### config.mk
export PLATFORM = sky130hd
export DESIGN_NAME = cart_ascii_mapper
export DESIGN_NICKNAME = d
export VERILOG_FILES = /design/src/rtl/cart_ascii_pkg.sv /design/src/rtl/cart_ascii_mapper_regs.sv /design/src/rtl/cart_ascii_mapper.sv
export SDC_FILE = /design/constraint.sdc
export NUM_CORES = 1
export LEC_CHECK = 0
export ABC_AREA = 1
export CORE_ASPECT_RATIO = 1.4
export CORE_UTILIZATION = 60
export CTS_CLUSTER_SIZE = 20
export DETAILED_ROUTE_END_ITERATION = 12
export DONT_BUFFER_PORTS = 1
export PLACE_DENSITY = 0.73
export SLEW_MARGIN = 25
export SYNTH_ARGS = -nofsm -noshare
export SYNTH_HDL_FRONTEND = slang
export SYNTH_HIERARCHICAL = 1
export SYNTH_SLANG_ARGS = --single-unit
### constraint.sdc
create_clock -name clk -period 2.9 [get_ports clk]
set_input_delay 0.435 -clock clk [delete_from_list [all_inputs] [get_ports clk]]
set_output_delay 0.435 -clock clk [all_outputs]
set_load 0.01 [all_outputs]
### src/rtl/cart_ascii_pkg.sv
// Shared types, register-window constants and reset-default helpers for the
// ASCII-family cartridge mapper.
package cart_ascii_pkg;

    typedef enum logic [1:0] {
        ASCII8  = 2'd0,
        ASCII16 = 2'd1,
        RTYPE   = 2'd2,
        RSVD    = 2'd3
    } mode_t;

    typedef logic [3:0][7:0] banks_t;

    // addr[15:13] of the 6000-7FFF bank-register window
    localparam logic [2:0] BANK_WIN  = 3'b011;
    localparam logic [3:0] RTYPE_WIN = 4'h7;
    localparam logic [1:0] SRAM_WIN  = 2'b10;
    localparam logic [7:0] RTYPE_B0  = 8'h0F;

    function automatic banks_t mode_defaults(mode_t m);
        banks_t b;
        b = '0;
        if (m == RTYPE) b[0] = RTYPE_B0;
        return b;
    endfunction

    // R-type folds the upper ROM half so that d[4] selects a 16-bank page.
    function automatic logic [7:0] rtype_value(logic [7:0] d);
        return d[4] ? {5'b00010, d[2:0]} : {3'b000, d[4:0]};
    endfunction

endpackage

### src/rtl/cart_ascii_mapper_regs.sv
// One slot's bank-register file with its registered mode copy; a mode change
// reloads the defaults of the new mode and overrides any concurrent write.
module ascii_bank_regs
    import cart_ascii_pkg::*;
(
    input  logic         clk,
    input  logic         reset,
    input  logic [1:0]   mode_i,
    input  logic         wr_en_i,
    input  logic [15:11] addr_i,
    input  logic [7:0]   data_i,
    output logic [1:0]   mode_o,
    output logic [31:0]  banks_o
);

    mode_t  mode_in;
    mode_t  mode_q, mode_d;
    banks_t banks_q, banks_d;

    assign mode_in = mode_t'(mode_i);

    // NOTE: every variable gets its hold value first so no branch infers a latch.
    always_comb begin
        mode_d  = mode_q;
        banks_d = banks_q;
        if (mode_in != mode_q) begin
            mode_d  = mode_in;
            banks_d = mode_defaults(mode_in);
        end else if (wr_en_i) begin
            case (mode_q)
                ASCII8: begin
                    if (addr_i[15:13] == BANK_WIN) banks_d[addr_i[12:11]] = data_i;
                end
                RTYPE: begin
                    if (addr_i[15:12] == RTYPE_WIN) banks_d[1] = rtype_value(data_i);
                end
                default: begin
                    if (addr_i[15:13] == BANK_WIN && !addr_i[11])
                        banks_d[{1'b0, addr_i[12]}] = data_i;
                end
            endcase
        end
    end

    // NOTE: state registers use non-blocking assignments only.
    always_ff @(posedge clk) begin
        if (reset) begin
            mode_q  <= mode_in;
            banks_q <= mode_defaults(mode_in);
        end else begin
            mode_q  <= mode_d;
            banks_q <= banks_d;
        end
    end

    // While reset is held the decode already sees the values being loaded.
    assign mode_o  = reset ? mode_i : 2'(mode_q);
    assign banks_o = reset ? mode_defaults(mode_in) : banks_q;

endmodule

### src/rtl/cart_ascii_mapper.sv
// Multi-slot ASCII8/ASCII16/R-type MSX mapper: per-slot register files, slot
// muxing and ROM/SRAM address decode for the active slot.
module cart_ascii_mapper
    import cart_ascii_pkg::*;
#(
    parameter int         SLOTS    = 2,
    parameter int         SLOT_W   = (SLOTS > 1) ? $clog2(SLOTS) : 1,
    parameter int         SRAM_AW  = 13,
    parameter logic [7:0] SRAM_MIN = 8'h10
) (
    input  logic                 clk,
    input  logic                 reset,
    input  logic [24:0]          rom_size,
    input  logic [2*SLOTS-1:0]   mode,
    input  logic [15:0]          addr,
    input  logic [7:0]           d_from_cpu,
    input  logic                 wr,
    input  logic                 cs,
    input  logic [SLOT_W-1:0]    slot,
    output logic [24:0]          mem_addr,
    output logic                 sram_oe,
    output logic                 sram_we
);

    logic [SLOTS-1:0][1:0]  slot_mode;
    logic [SLOTS-1:0][31:0] slot_banks;

    for (genvar s = 0; s < SLOTS; s++) begin : g_slot
        localparam logic [SLOT_W-1:0] IDX = SLOT_W'(s);
        ascii_bank_regs u_regs (
            .clk     (clk),
            .reset   (reset),
            .mode_i  (mode[2*s +: 2]),
            .wr_en_i (cs & wr & (slot == IDX)),
            .addr_i  (addr[15:11]),
            .data_i  (d_from_cpu),
            .mode_o  (slot_mode[s]),
            .banks_o (slot_banks[s])
        );
    end

    mode_t  cur_mode;
    banks_t cur_banks;

    // An out-of-range slot index reads slot 0; its writes reach no slot.
    always_comb begin
        cur_mode  = mode_t'(slot_mode[0]);
        cur_banks = slot_banks[0];
        for (int s = 1; s < SLOTS; s++) begin
            if (slot == SLOT_W'(s)) begin
                cur_mode  = mode_t'(slot_mode[s]);
                cur_banks = slot_banks[s];
            end
        end
    end

    logic [7:0] field8, field16, mask8, mask16, smask, bank;
    logic [1:0] idx;
    logic       is8, sel, we_reg_ok;
    logic       unused_rom_bits;

    assign field8  = rom_size[20:13];
    assign field16 = rom_size[21:14];
    assign mask8   = field8 - 8'd1;
    assign mask16  = field16 - 8'd1;
    assign smask   = (field8 > SRAM_MIN) ? field8 : SRAM_MIN;
    assign unused_rom_bits = ^{rom_size[24:22], rom_size[12:0]};

    assign is8       = (cur_mode == ASCII8);
    assign idx       = is8 ? {addr[15], addr[13]} : {1'b0, addr[15]};
    assign bank      = cur_banks[idx];
    assign sel       = |(bank & smask);
    assign we_reg_ok = is8 ? idx[1] : (idx == 2'd1);

    assign sram_oe = cs & sel;
    assign sram_we = cs & wr & sel & (addr[15:14] == SRAM_WIN) & we_reg_ok;

    always_comb begin
        mem_addr = '0;
        if (sram_oe)  mem_addr[SRAM_AW-1:0] = addr[SRAM_AW-1:0];
        else if (is8) mem_addr[20:0]        = {bank & mask8, addr[12:0]};
        else          mem_addr[21:0]        = {bank & mask16, addr[13:0]};
    end

endmodule

* Yosys cells after proc, flatten, opt, wreduce, memory -nomap -nowiden
Index checks and enable logic that the tools add are counted.
Widths: inputs -> output; s select.
** Word-level totals
- Bits in registers :: 68
- Input port bits :: 58
- Output and inout port bits :: 27
- Word-level logic and storage cells :: 122
** Operators by class
- Add/sub/neg operators :: 2
- $lt $le $gt $ge :: 6
- Bitwise logic cells :: 13
- Reduce and logical (&&, ||, !) cells :: 26
- Mux-type cells :: 47
- Equal/unequal tests :: 18
** Operators by type and width (count)
- $mux 32 :: 7
- $bwmux 32 :: 4
- $mux 8 :: 11
- $pmux 16 s2 :: 2
- $pmux 8 s2 :: 4
- $and 8x8->8 :: 3
- $reduce_and 4->1 :: 6
- $mux 21 :: 1
- $bmux 8 s2 :: 1
- $demux 8 s2 :: 1
- $mux 2 :: 8
- $sub 8x1->8 const B :: 2
- $mux 13 :: 1
- $reduce_bool 3->1 :: 4
- $eq 2x2->1 const B :: 5
- $mux 9 :: 1
- $demux 8 s1 :: 1
- $gt 8x5->1 const B :: 1
- $mux 4 :: 2
- $reduce_bool 2->1 :: 4
- $reduce_bool 4->1 :: 2
- $reduce_or 8->1 :: 1
- $and 1x1->1 :: 7
- $logic_not 2->1 :: 3
- other kinds (19) :: 30

* Depth between registers and ports, before layout
Gate-level depths: netlist of run 1.
- Depth in word-level cells :: 11
- Mapped depth :: 18
- Depth with buffers taken out :: 15

* Cells and area by module
Netlist of run 1, hierarchy kept.
** By module, submodules not included
- ascii_bank_regs :: area an instance 2044.5 um2, sequential area each 780.7 um2, cells an instance 311, instances 2
- cart_ascii_mapper :: area an instance 1492.7 um2, sequential area each 0.0 um2, cells an instance 276, instances 1

* Worst setup path after synthesis of run 1
No wires, ideal clock.
- Kind :: in2out
- Start :: input port reset
- End :: output port mem_addr[13]
- Data arrival time :: 2.325 ns
- Stages on the path :: 17
- Path slack :: 0.140 ns
- Path buffers :: 3
- Data required time :: 2.465 ns
- Cells stage by stage :: clkbuf_1 clkbuf_1 nand2_1 o21ai_0 nor2_4 nand2_4 nand2_4 nand2_2 buf_2 a21oi_1 nand2_1 nand2_1 nand2_1 nand2_1 nor2_4 nand2_4 a21oi_2
** RTL lines
- start, declared :: RTL line cart_ascii_mapper.sv:12 : input logic reset,
- end, declared :: RTL line cart_ascii_mapper.sv:20 : output logic [24:0] mem_addr,

==> results of run 1 <==
-- layer usage --
metal  up-vias  part of all wire, %
met5         -                    0
met4         0                  3.7
met3        55                  6.9
met2       247                   52
met1      2557                   38
li1       2787                    -
-- sequential cells by signal (all words and copies together), names as in the netlist --
name and count:
g_slot.u_regs/banks_q 64, g_slot.u_regs/mode_q 4
-- worst max-delay path: stages (launching register included) --
cell	delay (ns)
edfxtp_1	0.41
inv_2	0.09
o21ai_2	0.05
inv_1	0.09
nand3_4	0.15
buf_4	0.18
nand3_2	0.12
nand3_2	0.12
nand3_4	0.11
nand2_4	0.07
nand2_2	0.07
nand2_2	0.06
nor2_4	0.23
nand2_4	0.15
a21oi_4	0.17
-- power groups by stage --
stage	registers (W)	logic, W	clock network [W]
floorplan	0.00105	0.000473	0
global placement	0.00105	0.000504	0
detailed placement	0.00106	0.000517	0
CTS	0.00104	0.000591	0.00107
global route	0.00104	0.000740	0.00111
finish	0.00104	0.000687	0.00106
-- repair_timing --
| item | CTS | global route |
|---|---|---|
| setup endpoints to repair | 10 | 11 |
| resized for setup | 22 | 35 |
| pin swaps | 8 | 19 |
| gates cloned | 2 | 2 |
| buffers inserted | 3 | 13 |
-- logic make-up (layout without fill, tap and decap cells) --
| logic type | count (synthesis) | count (layout) | share of synthesized area (%) |
|---|---|---|---|
| other | 1 | 3 | 0.0672 |
| and+or+nand+nor | 540 | 544 | 44.8 |
| AOI/OAI and AO/OA | 73 | 73 | 8.18 |
| DFF | 68 | 68 | 28.0 |
| buffers and inverters | 197 | 190 | 15.7 |
| xor gates and xnor gates | 9 | 9 | 1.41 |
| muxes | 7 | 7 | 1.26 |
| adders and majority gates | 3 | 3 | 0.673 |
-- placed cells by master, fill, tap and decap left out, types with 3 or more instances in the layout --
cell type  count
nand2_1      248
inv_1        140
nand4_1       45
a21oi_1       32
edfxtp_1      20
nand3_1       55
nand2_4        7
a21oi_2        4
o21ai_0       14
xor2_1         7
nor2_2         4
nand3_2       10
a21boi_0       4
ha_1           3
inv_2          9
nand3_4        7
clkbuf_16      9
mux2i_1        7
nor2_1       119
nand2_8        6
nand2_2       25
conb_1         3
or2_2          5
a21oi_4       11
buf_4         22
o21ai_2        3
nor2_4         5
nor3_4         4
dfxtp_1       48
-- final timing paths --
path	start	to	slack, ns	depth (start not counted)
worst max-delay path	g_slot[1].u_regs/mode_q[1]	mem_addr[17]	0.05	14
worst min-delay path	mode[2]	g_slot[1].u_regs/mode_q[0]	0.20	0
worst max register to register	g_slot[0].u_regs/mode_q[0]	g_slot[0].u_regs/banks_q[3]	0.84	7
worst min register to register	g_slot[0].u_regs/banks_q[12]	g_slot[0].u_regs/banks_q[12]	0.46	2
-- layout make-up --
class,instances,area (um2)
Clock inverter,6,55.1
Clock buffer,10,229
Multi-Input combinational cell,639,3450
Fill cell,793,2840
Inverter,151,572
Sequential cell,68,1560
Timing Repair Buffer,23,185
Tap cell,107,134
-- per-stage QoR --
step           cells  setup TNS, ns  setup slack [ns]
6_report        1004              0            0.0473
5_1_grt         1004         -0.365           -0.0619
4_1_cts          989              0           0.00273
3_5_place_dp     968              0             0.187
3_3_place_gp     968              0             0.214
2_1_floorplan    900              0             0.140
==> results.py, run 1 <==
metrics = {
    "outcome": {
        "status": "completed",
    },
    "critical_path": {
        "startpoint_type": "register",
        "worstSetupPathType": "reg2out",
        "crit_arrival_ns": 2.42,
        "critPathMaxFanout": 5,
        "cp.required_ns": 2.47,
        "critPathCaptureType": "output pin",
    },
    "grt": {
        "use_met3_pct": 6.08,
        "grt_use_met2_pct": 57.8,
        "use_met1_pct": 35.0,
        "grt_max_degree": 69,
        "grt_pass1_wl_um": 23500,
        "top_usage_layer": "met2",
        "grt_usage_pct": 31.3,
        "grt.overflow.total": 0,
        "antenna_found_initial": 0,
        "grt_pass1_vias": 5033,
    },
    "synth": {
        "ys_ff_latch": 68,
        "ys_warn_count": 6,
        "yosysMostFrequentCell": "nand2_1",
        "yosysSeqAreaShare_pct": 28.0,
        "synth_area_leaders": "nand2_1 18%, dfxtp_1 17%, edfxtp_1 11%",
        "async_flop_share_pct": 0,
        "synth.largest_area_cell": "nand2_1",
        "synth_edf_count": 20,
        "yosysUniqueCellTypes": 36,
        "syn_inst": 898,
        "netlist_area_um2": 5580,
        "synthFlopType": "dfxtp_1",
        "yosysTopAreaCellShare_pct": 18.0,
        "avgSynthCellArea_um2": 6.22,
        "ys_top_cells_by_count": "268 x nand2_1, 141 x inv_1, 119 x nor2_1",
    },
    "pwr": {
        "p_leak_nw": 2.76,
        "p_seq_share_pct": 37.2,
        "combPwrFrac_pct": 24.7,
        "p_int_w": 0.00191,
        "total_power_w": 0.00278,
        "swShare_pct": 31.4,
        "p_per_area_nw_per_um2": 449,
        "clockPowerShare_pct": 38.0,
        "net-switching-power_w": 0.000874,
        "irDropWorstVdd_mv": 0.324,
    },
    "flow_run": {
        "drv_cap": 0,
    },
    "placed_design": {
        "dpl.hpwl_um": 11000,
        "place_congestion": 0.953,
        "placed_cell_area_um2": 5470,
        "io_buffers": 0,
    },
    "cells_and_area": {
        "fin_area_um2": 6190,
        "drive_gt1_share_pct": 15.4,
        "areaGrowthSynthToFinish_pct": 10.8,
        "fin_nets": 953,
        "n_antenna_cell": 0,
        "fin_util_pct": 68.5,
    },
    "sta": {
        "layout_min_cycle_time_ns": 2.85,
        "skew_ns": 0.00375,
        "tightest_slew_ns": 0.689,
        "finalMaxSlewViolations": 0,
        "finalCritPeriodShare_pct": 98.4,
        "maxSlewHeadroom_pct": 54.0,
        "finalSetupViolCount": 0,
        "finalHoldViolCount": 0,
        "fin_hold_ws_ns": 0.197,
        "fmax_ghz": 0.351,
    },
    "detailed_routing": {
        "via_per_inst": 5.62,
        "drc": 0,
        "drt.antenna.violating_nets": 0,
        "wl_per_cell_um": 15.6,
        "routed_wl_um": 15700,
        "drtIter0Drc": 610,
        "first_pass_iters": 8,
        "detailroute.via_count": 5646,
    },
    "clock_tree": {
        "cts_max_path_buffers": 2,
        "cts_tree": "done",
        "clk_pin_slew_ns": 0.05,
        "worstSkewPairLatency_ns": 0.33,
        "holdBufCountCts": 0,
        "cts_max_level": 3,
        "cts-root-buf": "clkbuf_16",
        "numCtsBuffers": 9,
        "cts_num_sinks": 68,
    },
    "hold_path": {
        "min_path_type": "in2reg",
    },
    "floorplanning": {
        "rows": 41,
        "die-height_um": 116,
        "die_w_um": 83.5,
        "ioPinCount": 85,
        "fp.coreArea_um2": 9030,
        "initial_core_util_pct": 61.8,
        "die_area_um2": 9700,
    },
}
No activity file was read; power rests on OpenSTA's default activity.
==> inputs of run 2 (changes only) <==
Settings changed: ABC_AREA 1 to 0, CORE_UTILIZATION 60 to 59, PLACE_DENSITY 0.73 to 0.75.
Clock period 2.9 ns to 2.46 ns, I/O delays scaled along.
==> results.py, run 2 <==
metrics = {
    "synth": {
        "ys_warn_count": 6,
        "synth_edf_count": 20,
        "yosysTopAreaCellShare_pct": 17.4,
        "yosysMostFrequentCell": "nor2_1",
        "netlist_area_um2": 5530,
        "async_flop_share_pct": 0,
        "synth.largest_area_cell": "dfxtp_1",
        "yosysUniqueCellTypes": 71,
        "synthFlopType": "dfxtp_1",
        "avgSynthCellArea_um2": 8.81,
        "ys_ff_latch": 68,
        "syn_inst": 628,
        "ys_top_cells_by_count": "74 x nor2_1, 60 x nor2b_1, 48 x dfxtp_1",
        "yosysSeqAreaShare_pct": 28.2,
        "synth_area_leaders": "dfxtp_1 17%, edfxtp_1 11%, mux2i_1 8.1%",
    },
    "clock_tree": {
        "cts_max_level": 3,
        "cts_num_sinks": 68,
        "cts-root-buf": "clkbuf_16",
        "cts_tree": "done",
        "numCtsBuffers": 9,
        "clk_pin_slew_ns": 0.05,
        "cts_max_path_buffers": 2,
        "holdBufCountCts": 0,
        "worstSkewPairLatency_ns": 0.33,
    },
    "cells_and_area": {
        "areaGrowthSynthToFinish_pct": 14.5,
        "seqCellArea_um2": 1560,
        "n_antenna_cell": 0,
        "largest_register_ffs": 64,
        "fin_nets": 715,
        "final_common_cell": "buf_4",
        "drive_gt1_share_pct": 26.9,
        "n_fill_cell": 720,
        "largest-register": "g_slot.u_regs/banks_q",
        "final_cell_mix": "78 x buf_4, 73 x nor2_1, 60 x nor2b_1, 48 x dfxtp_1, 45 x mux2i_1",
        "largest_registers": "g_slot.u_regs/banks_q (64), g_slot.u_regs/mode_q (4)",
        "multi_input_area_um2": 3680,
    },
    "grt": {
        "antenna_found_initial": 0,
        "grt_pass1_vias": 5027,
        "grt.overflow.total": 0,
        "grt_max_degree": 77,
        "grt_pass1_wl_um": 24100,
        "grt_usage_pct": 31.5,
    },
    "flow_run": {
        "drv_cap": 0,
    },
    "detailed_routing": {
        "detailroute.via_count": 4937,
        "drtIter0Drc": 246,
        "routed_wl_um": 15000,
        "via_per_inst": 6.45,
        "drt.antenna.violating_nets": 0,
        "drc": 6,
        "first_pass_iters": 10,
        "wl_per_cell_um": 19.5,
    },
    "critical_path": {
        "crit_chain": "mux2_4, or4b_4, nand3_1, a311oi_2, a22o_1, o311a_4, buf_6, nor3_4",
        "startpoint_type": "register",
        "crit_family": "simple AND/OR/NAND/NOR gates",
        "crit_arrival_ns": 2.90,
        "critPathMaxStageDelay_ns": 0.56,
        "path_buf_inv": 1,
        "slowest_stage": "or4b_4",
        "worstSetupPathType": "reg2out",
        "cp.required_ns": 2.09,
        "critPathMaxFanout": 7,
        "critPathCaptureType": "output pin",
    },
    "pwr": {
        "irDropWorstVdd_mv": 0.560,
        "p_leak_nw": 2.50,
        "p_per_area_nw_per_um2": 478,
        "total_power_w": 0.00303,
    },
    "sta": {
        "rsz0062_at_grt": "yes",
        "finalHoldViolCount": 0,
        "fin_setup_tns_ns": -8.61,
        "tightest_slew_ns": 0.672,
        "finalMaxSlewViolations": 0,
        "fmax_ghz": 0.306,
        "finalSetupViolCount": 11,
        "maxSlewHeadroom_pct": 55.1,
        "skew_ns": 0.00425,
        "fin_ws_ns": -0.806,
        "finalCritPeriodShare_pct": 133,
        "layout_min_cycle_time_ns": 3.27,
    },
    "placed_design": {
        "place_congestion": 0.916,
        "dpl.hpwl_um": 11000,
        "io_buffers": 0,
    },
    "floorplanning": {
        "ioPinCount": 85,
        "die_area_um2": 9770,
        "fp.coreArea_um2": 9080,
        "die-height_um": 117,
        "die_w_um": 83.8,
        "initial_core_util_pct": 60.9,
        "rows": 41,
    },
    "hold_path": {
        "min_path_type": "in2reg",
    },
    "outcome": {
        "status": "complete, but fails checks",
        "violations": "DRC, setup timing",
    },
}
==> run 2: cell count changes after synthesis, moves of 21 or more <==
cell	before	now
a21o_1	0	21
a21oi_1	32	8
inv_1	141	18
mux2_2	0	23
mux2i_1	7	45
nand2_1	268	33
nand3_1	65	26
nand4_1	45	5
nor2_1	119	74
nor2b_1	0	60
==> run 2: worst register-to-register path: stages (launching register included) <==
cell and delay, ns:
edfxtp_1 0.38, buf_4 0.14, buf_4 0.17, nor2_4 0.21, o211a_1 0.60, nor2_1 0.13
a311oi_2 0.28
==> run 2: stage by stage <==
stage | cells | utilization, % | area (um2) | hold WS (ns) | setup WS (ns)
detailed placement | 743 | 65.2 | 5920 | 0.468 | -0.609
finish | 766 | 69.7 | 6330 | 0.133 | -0.806
floorplan | 630 | - | 5720 | 0.452 | -0.569
CTS | 761 | 69.2 | 6280 | 0.125 | -0.797
global route | 766 | 69.7 | 6330 | 0.119 | -0.913
global placement | 743 | 65.2 | 5920 | 0.464 | -0.581
==> run 2: layer usage <==
layer / GRT usage, % / share of wire [%]
met4: 17.6 / 3.7
met2: 58.1 / 53
met1: 33.8 / 39
met3: 6.29 / 5.1
met5: 0 / 0
==> run 2: path summary, 6_finish.rpt <==
kind / from / end / slack [ns] / cells past startpoint
setup / recovery: g_slot[0].u_regs/mode_q[0] / mem_addr[19] / -0.81 / 8
hold / removal: mode[1] / g_slot[0].u_regs/mode_q[1] / 0.13 / 0
hold reg to reg: g_slot[1].u_regs/banks_q[29] / g_slot[1].u_regs/banks_q[29] / 0.49 / 2
setup reg to reg: g_slot[1].u_regs/mode_q[0] / g_slot[1].u_regs/banks_q[8] / 0.47 / 6
==> run 2: area by class of cell <==
type / instances / share of cell area, %
flip-flops and latches: 68 / 24.7
multi-input cells: 477 / 58.2
well taps: 107 / 2.11
clock buffers: 15 / 4.41
inverters: 19 / 1.13
clock inverters: 1 / 0.0790
repair buffers: 79 / 9.43
==> run 2: where the power goes <==
part | switching (W) | internal [W] | leakage, nW
combinational | 0.000324 | 0.000275 | 1.75
clock | 0.000443 | 0.000770 | 0.139
sequential | 0.0000148 | 0.00120 | 0.610
total | 0.000781 | 0.00224 | 2.50
==> run 2: what timing repair did <==
item / in CTS / in global routing
pin swaps: 4 / 4
setup buffers: 2 / 5
gates resized for setup: 10 / 2
setup endpoints to repair: 11 / 11
==> run 2: kinds of logic after synthesis <==
| kind of cell | Yosys count | synth area share [%] |
|---|---|---|
| simple gates | 251 | 24.0 |
| other cells | 1 | 0.0678 |
| mux | 83 | 18.7 |
| fa+ha+maj | 3 | 0.678 |
| xor+xnor | 6 | 0.950 |
| buf+inv | 85 | 8.68 |
| compound gates | 131 | 18.7 |
| flops | 68 | 28.2 |
